`src/rtl/pipe_hazard_ctrl_pkg.sv`:
```
// rtl/pipe_hazard_ctrl_pkg.sv - shared types and constants for the pipeline hazard sequencer
package pipe_hazard_ctrl_pkg;

    typedef enum logic [1:0] {
        RUN      = 2'd0,
        MEM_WAIT = 2'd1,
        HALT     = 2'd2
    } state_t;

    localparam int Q1Q2 = 0;
    localparam int Q2Q3 = 1;
    localparam int Q3Q4 = 2;
    localparam int Q4Q5 = 3;
    localparam int Q5Q6 = 4;

    localparam logic [31:0] NOP_INSTR = 32'h0000_0013;

endpackage

```
`src/rtl/pipe_hazard_detect.sv`:
```
// rtl/pipe_hazard_detect.sv - combinational load-use comparator between EX and ID
module pipe_hazard_detect
    import pipe_hazard_ctrl_pkg::*;
(
    input  logic [4:0] id_rs1,
    input  logic [4:0] id_rs2,
    input  logic       id_uses_rs1,
    input  logic       id_uses_rs2,
    input  logic [4:0] ex_rd,
    input  logic       ex_mem_read,
    output logic       load_use
);

    logic rs1_hit;
    logic rs2_hit;

    assign rs1_hit  = id_uses_rs1 && (ex_rd == id_rs1);
    assign rs2_hit  = id_uses_rs2 && (ex_rd == id_rs2);
    // x0 is never written, so a load targeting it cannot create a hazard
    assign load_use = ex_mem_read && (ex_rd != 5'd0) && (rs1_hit || rs2_hit);

endmodule

```
`src/rtl/pipe_hazard_ctrl.sv`:
```
// rtl/pipe_hazard_ctrl.sv - stall/flush sequencer for the 5-stage core; optional PIPE_HAZARD_CTRL_PERF_EN counters
module pipe_hazard_ctrl
    import pipe_hazard_ctrl_pkg::*;
#(
    parameter int MEM_TIMEOUT = 255
) (
    input  logic       clk,
    input  logic       rst_n,
    input  logic [4:0] id_rs1,
    input  logic [4:0] id_rs2,
    input  logic       id_uses_rs1,
    input  logic       id_uses_rs2,
    input  logic [4:0] ex_rd,
    input  logic       ex_mem_read,
    input  logic       ex_redirect,
    input  logic       mem_req,
    input  logic       dmem_ready,
    input  logic       wb_halt,
    input  logic       resume,
    output logic       pc_en,
    output logic [4:0] stage_en,
    output logic [4:0] stage_flush,
    output logic       halted,
    output logic       mem_timeout
`ifdef PIPE_HAZARD_CTRL_PERF_EN
    ,
    output logic [31:0] perf_stall_cycles,
    output logic [31:0] perf_flush_count,
    output logic [31:0] perf_halt_cycles
`endif
);

    localparam int CW = $clog2(MEM_TIMEOUT + 1);
    localparam logic [CW-1:0] CNT_MAX = CW'(MEM_TIMEOUT);

    state_t        state, state_nxt;
    logic [CW-1:0] wait_cnt, wait_cnt_nxt;
    logic          load_use;
    logic          wait_active;
    logic          redirect_taken;

    pipe_hazard_detect u_detect (
        .id_rs1      (id_rs1),
        .id_rs2      (id_rs2),
        .id_uses_rs1 (id_uses_rs1),
        .id_uses_rs2 (id_uses_rs2),
        .ex_rd       (ex_rd),
        .ex_mem_read (ex_mem_read),
        .load_use    (load_use)
    );

    assign wait_active = mem_req && !dmem_ready && (state != HALT);
    assign halted      = (state == HALT);

    always_comb begin
        state_nxt      = state;
        pc_en          = 1'b1;
        stage_en       = 5'b11111;
        stage_flush    = 5'b00000;
        redirect_taken = 1'b0;
        wait_cnt_nxt   = '0;
        if (!rst_n) begin
            // every pipeline register loads a bubble while reset is held
            pc_en       = 1'b0;
            stage_flush = 5'b11111;
        end else if (state == HALT) begin
            pc_en    = 1'b0;
            stage_en = 5'b00000;
            if (resume) begin
                stage_en[Q5Q6]    = 1'b1;
                stage_flush[Q5Q6] = 1'b1;
                state_nxt         = RUN;
            end
        end else if (wait_active) begin
            pc_en             = 1'b0;
            stage_en          = 5'b00000;
            stage_en[Q5Q6]    = 1'b1;
            stage_flush[Q5Q6] = 1'b1;
            state_nxt         = MEM_WAIT;
            wait_cnt_nxt      = (wait_cnt == CNT_MAX) ? wait_cnt : wait_cnt + 1'b1;
        end else if (wb_halt) begin
            pc_en     = 1'b0;
            stage_en  = 5'b00000;
            state_nxt = HALT;
        end else begin
            state_nxt = RUN;
            if (ex_redirect) begin
                redirect_taken    = 1'b1;
                stage_flush[Q1Q2] = 1'b1;
                stage_flush[Q2Q3] = 1'b1;
            end else if (load_use) begin
                pc_en             = 1'b0;
                stage_en[Q1Q2]    = 1'b0;
                stage_flush[Q2Q3] = 1'b1;
            end
        end
    end

    always_ff @(posedge clk or negedge rst_n) begin
        if (!rst_n) begin
            state       <= RUN;
            wait_cnt    <= '0;
            mem_timeout <= 1'b0;
        end else begin
            state    <= state_nxt;
            wait_cnt <= wait_cnt_nxt;
            if (wait_active && (wait_cnt_nxt == CNT_MAX)) begin
                mem_timeout <= 1'b1;
            end
        end
    end

`ifdef PIPE_HAZARD_CTRL_PERF_EN
    always_ff @(posedge clk or negedge rst_n) begin
        if (!rst_n) begin
            perf_stall_cycles <= '0;
            perf_flush_count  <= '0;
            perf_halt_cycles  <= '0;
        end else begin
            if (!pc_en && (state != HALT)) begin
                perf_stall_cycles <= perf_stall_cycles + 32'd1;
            end
            if (redirect_taken) begin
                perf_flush_count <= perf_flush_count + 32'd1;
            end
            if (state == HALT) begin
                perf_halt_cycles <= perf_halt_cycles + 32'd1;
            end
        end
    end
`endif

endmodule
```
`config.mk`:
```
export PLATFORM = sky130hd
export DESIGN_NAME = pipe_hazard_ctrl
export DESIGN_NICKNAME = d
export VERILOG_FILES = /design/src/rtl/pipe_hazard_ctrl_pkg.sv /design/src/rtl/pipe_hazard_detect.sv /design/src/rtl/pipe_hazard_ctrl.sv
export SDC_FILE = /design/constraint.sdc
export NUM_CORES = 1
export LEC_CHECK = 0
export CAP_MARGIN = 40
export CORE_AREA = 2 2 56 42
export DETAILED_ROUTE_END_ITERATION = 8
export DIE_AREA = 0 0 58 44
export GPL_TIMING_DRIVEN = 1
export PLACE_DENSITY = 0.89
export SKIP_CTS_REPAIR_TIMING = 1
export SLEW_MARGIN = 5
export SYNTH_ARGS = -nofsm -noshare
export SYNTH_HDL_FRONTEND = slang
export SYNTH_SLANG_ARGS = --single-unit
```
`constraint.sdc`:
```
create_clock -name clk -period 4.6 [get_ports clk]
set_input_delay 0.69 -clock clk [delete_from_list [all_inputs] [get_ports clk]]
set_output_delay 0.69 -clock clk [all_outputs]
set_load 0.005 [all_outputs]
```
==> reports/metrics.csv <==
metric;value;unit
Peak VDD IR;0.1414;mV
Final Hold Fails;0;
io pins;38;
Switching Power;0.06925;mW
Avg Cell Area, Syn;8.414;µm²
max_slew headroom;79.44;%
Vias/cell;5.273;
Reg clk slew, reported paths;0.07;ns
Core Region;2032;µm²
hold depth;2;
Chip Height;44;µm
die area;2552;µm²
Die W;58;µm
worst r2r path cells;5;
Worst Path Max Fanout;3;
register area share after synthesis;33.38;%
row count;14;
Comb pwr share;32.4;%
WP data arrival;2.75;ns
crit path kind;in2out;
worst reg2reg path startpoint;wait_cnt[0]$_DFF_PN0_;
sequential power share;40.6;%
Detailed Route WL;2221;µm
Clock power frac;27.0;%
first-pass GRT wire length;3588;µm
Worst Clk Skew;0.006421;ns
CTS root buf;clkbuf_4;
PwrDens;203.8;nW/µm²
setup TNS;0;ns
CTS H-Tree Depth;1;
fraction of layout cells with a size suffix above 1;6.569;%
post-DR wirelength/cell;13.80;µm
vias after detailed routing;849;
Pre-Repair DR Iteration Count;4;
most common cell after layout, fill and taps aside;clkdlybuf4s50_1;
internal power;0.1827;mW
CTS tree;done;
GP Congestion;0.8371;
Longest Clk Path Bufs;2;
FF-to-FF setup slack;2.71;ns
clk_lat worst skew;0.28;ns
Post-Layout Cell Count;161;
mapped cell area;824.5;µm²
Syn Nets;124;
PortBufs;37;
Switching Fraction;27.49;%
largest net degree at the start of global routing;19;
Pleak;0.4928;nW
Mapped Cells;98;
maxcap violations;0;
status;finished clean;
fmax;290.5;MHz
vias in the first global route;802;
Starting DRT DRC Count;52;
TritonCTS buffer count;3;
DRC;0;
placed cell count;157;
Ys Warns;0;
Critical path origin;ex_rd[1];
crit path to;stage_flush[1];
final setup vio count;0;
Distinct cells, synth;36;
Starting Density;40.58;%
Hold/Removal Path Class;reg2reg;
Final Critical Period;3.443;ns
Critical Path Start Type;primary input;
post-DP HPWL;1862;µm
Slew @ Worst Pin;0.3061;ns
Final nets;164;
Critical Path RT;3.91;ns
grt total ovfl;0;
unrepaired setup endpoints after global routing;false;
Slew Viols, Final;0;
#FFs+latches synth;11;
Reg-to-Reg End;mem_timeout$_DFFE_PN0P_;
Total GRT Usage;18.95;%
Worst Setup End Kind;output pin;
crit share post-route;74.84;%
clock sinks;11;
P&R area growth vs syn;49.92;%
commonest non-fill, non-tap cells in the layout;clkdlybuf4s50_1, xnor2_1, dfrtp_1;
post-route ant nets;0;
initial antenna violation count;0;
ANT cells;0;
==> power groups by stage <==
stage                     Clock (mW)  Combinational [mW]  Sequential (mW)
after floorplan                    0              0.0325            0.103
after global placement             0              0.0797            0.104
after detailed placement           0              0.0819            0.104
after CTS                     0.0687              0.0825            0.102
after global routing          0.0734              0.0885            0.103
final                         0.0680              0.0817            0.102
==> worst min path at each step <==
stage | startpoint | to
after floorplan | rst_n | mem_timeout$_DFFE_PN0P_
final | mem_timeout$_DFFE_PN0P_ | mem_timeout$_DFFE_PN0P_
after global routing | mem_timeout$_DFFE_PN0P_ | mem_timeout$_DFFE_PN0P_
after detailed placement | mem_timeout$_DFFE_PN0P_ | mem_timeout$_DFFE_PN0P_
after global placement | mem_timeout$_DFFE_PN0P_ | mem_timeout$_DFFE_PN0P_
after CTS | mem_timeout$_DFFE_PN0P_ | mem_timeout$_DFFE_PN0P_
==> flip-flops by register name, summed over array words and instances (netlist names) <==
| register | flops |
|---|---|
| mem_timeout | 1 |
| state | 2 |
| wait_cnt | 8 |
==> kinds of logic (layout without fill, tap and decap cells) <==
kind of cell / after synthesis / after routing / synth area share (%)
flip-flops: 11 / 11 / 33.38
AND/OR/NAND/NOR: 40 / 40 / 26.71
buffers and inverters: 12 / 51 / 6.828
XOR/XNOR: 12 / 12 / 12.75
adder cells (fa/ha/maj): 1 / 1 / 1.517
AO/OA/AOI/OAI: 22 / 22 / 18.82
==> metrics by stage <==
stage / utilization, % / hold slack (ns) / power (mW) / instance area, µm² / setup WS, ns
3_3_place_gp: 59.54 / 0.4586 / 0.1835 / 1210 / 1.207
2_1_floorplan: - / 0.3944 / 0.1359 / 824.5 / 2.153
5_1_grt: 60.84 / 0.5258 / 0.2646 / 1236 / 1.082
4_1_cts: 60.84 / 0.4811 / 0.2535 / 1236 / 1.155
3_5_place_dp: 59.54 / 0.4646 / 0.1860 / 1210 / 1.154
6_report: 60.84 / 0.4751 / 0.2520 / 1236 / 1.157
==> layout make-up <==
cell class | instances | area, µm²
clock buffer | 4 | 26.28
fill | 176 | 795.8
inverter | 9 | 33.78
multi-input combinational | 75 | 493.0
sequential | 11 | 275.3
tap | 24 | 30.03
timing repair buffer | 38 | 377.9
==> per-layer routing <==
layer	global-route usage (%)	part of all wire [%]	vias to the layer above
li1	-	-	429
met1	23.71	44	394
met2	32.73	51	26
met3	5.373	4.4	0
met4	4.186	0	0
met5	0	0	-
==> synth_stat cells <==
library cell,count,area [µm²]
buf_4,3,22.52
nor2_1,9,33.78
inv_1,9,33.78
o32ai_1,1,8.760
a211oi_1,2,15.01
or3_4,1,11.26
a31oi_1,3,18.77
o21a_1,1,7.510
ha_1,1,12.51
o21ai_1,1,5.000
nand4b_1,1,8.760
o22ai_1,1,6.260
nand4_1,3,18.77
nand4_2,1,12.51
nor3_1,3,15.01
and3_1,1,6.260
a21boi_0,1,7.510
and2b_1,1,7.510
or3_1,2,12.51
a221o_1,1,10.01
nand3_1,2,10.01
o21ai_0,5,25.02
nor4_1,2,12.51
nor2b_1,1,6.260
dfrtp_1,11,275.3
nand3_2,1,10.01
a21oi_1,2,10.01
nand2b_1,1,6.260
o41ai_2,1,16.27
and3_2,1,7.510
xnor2_1,11,96.34
a32o_1,1,10.01
nand2_1,9,33.78
xor2_1,1,8.760
or4_1,1,7.510
o211ai_1,2,15.01
==> worst max-delay path, stage by stage <==
cell and delay, ns:
clkdlybuf4s50_1 0.47, or4_1 0.55, o21ai_1 0.22, nor2_1 0.06
a221o_1 0.31, clkdlybuf4s50_1 0.45
Power figures use the tool's default switching activity.
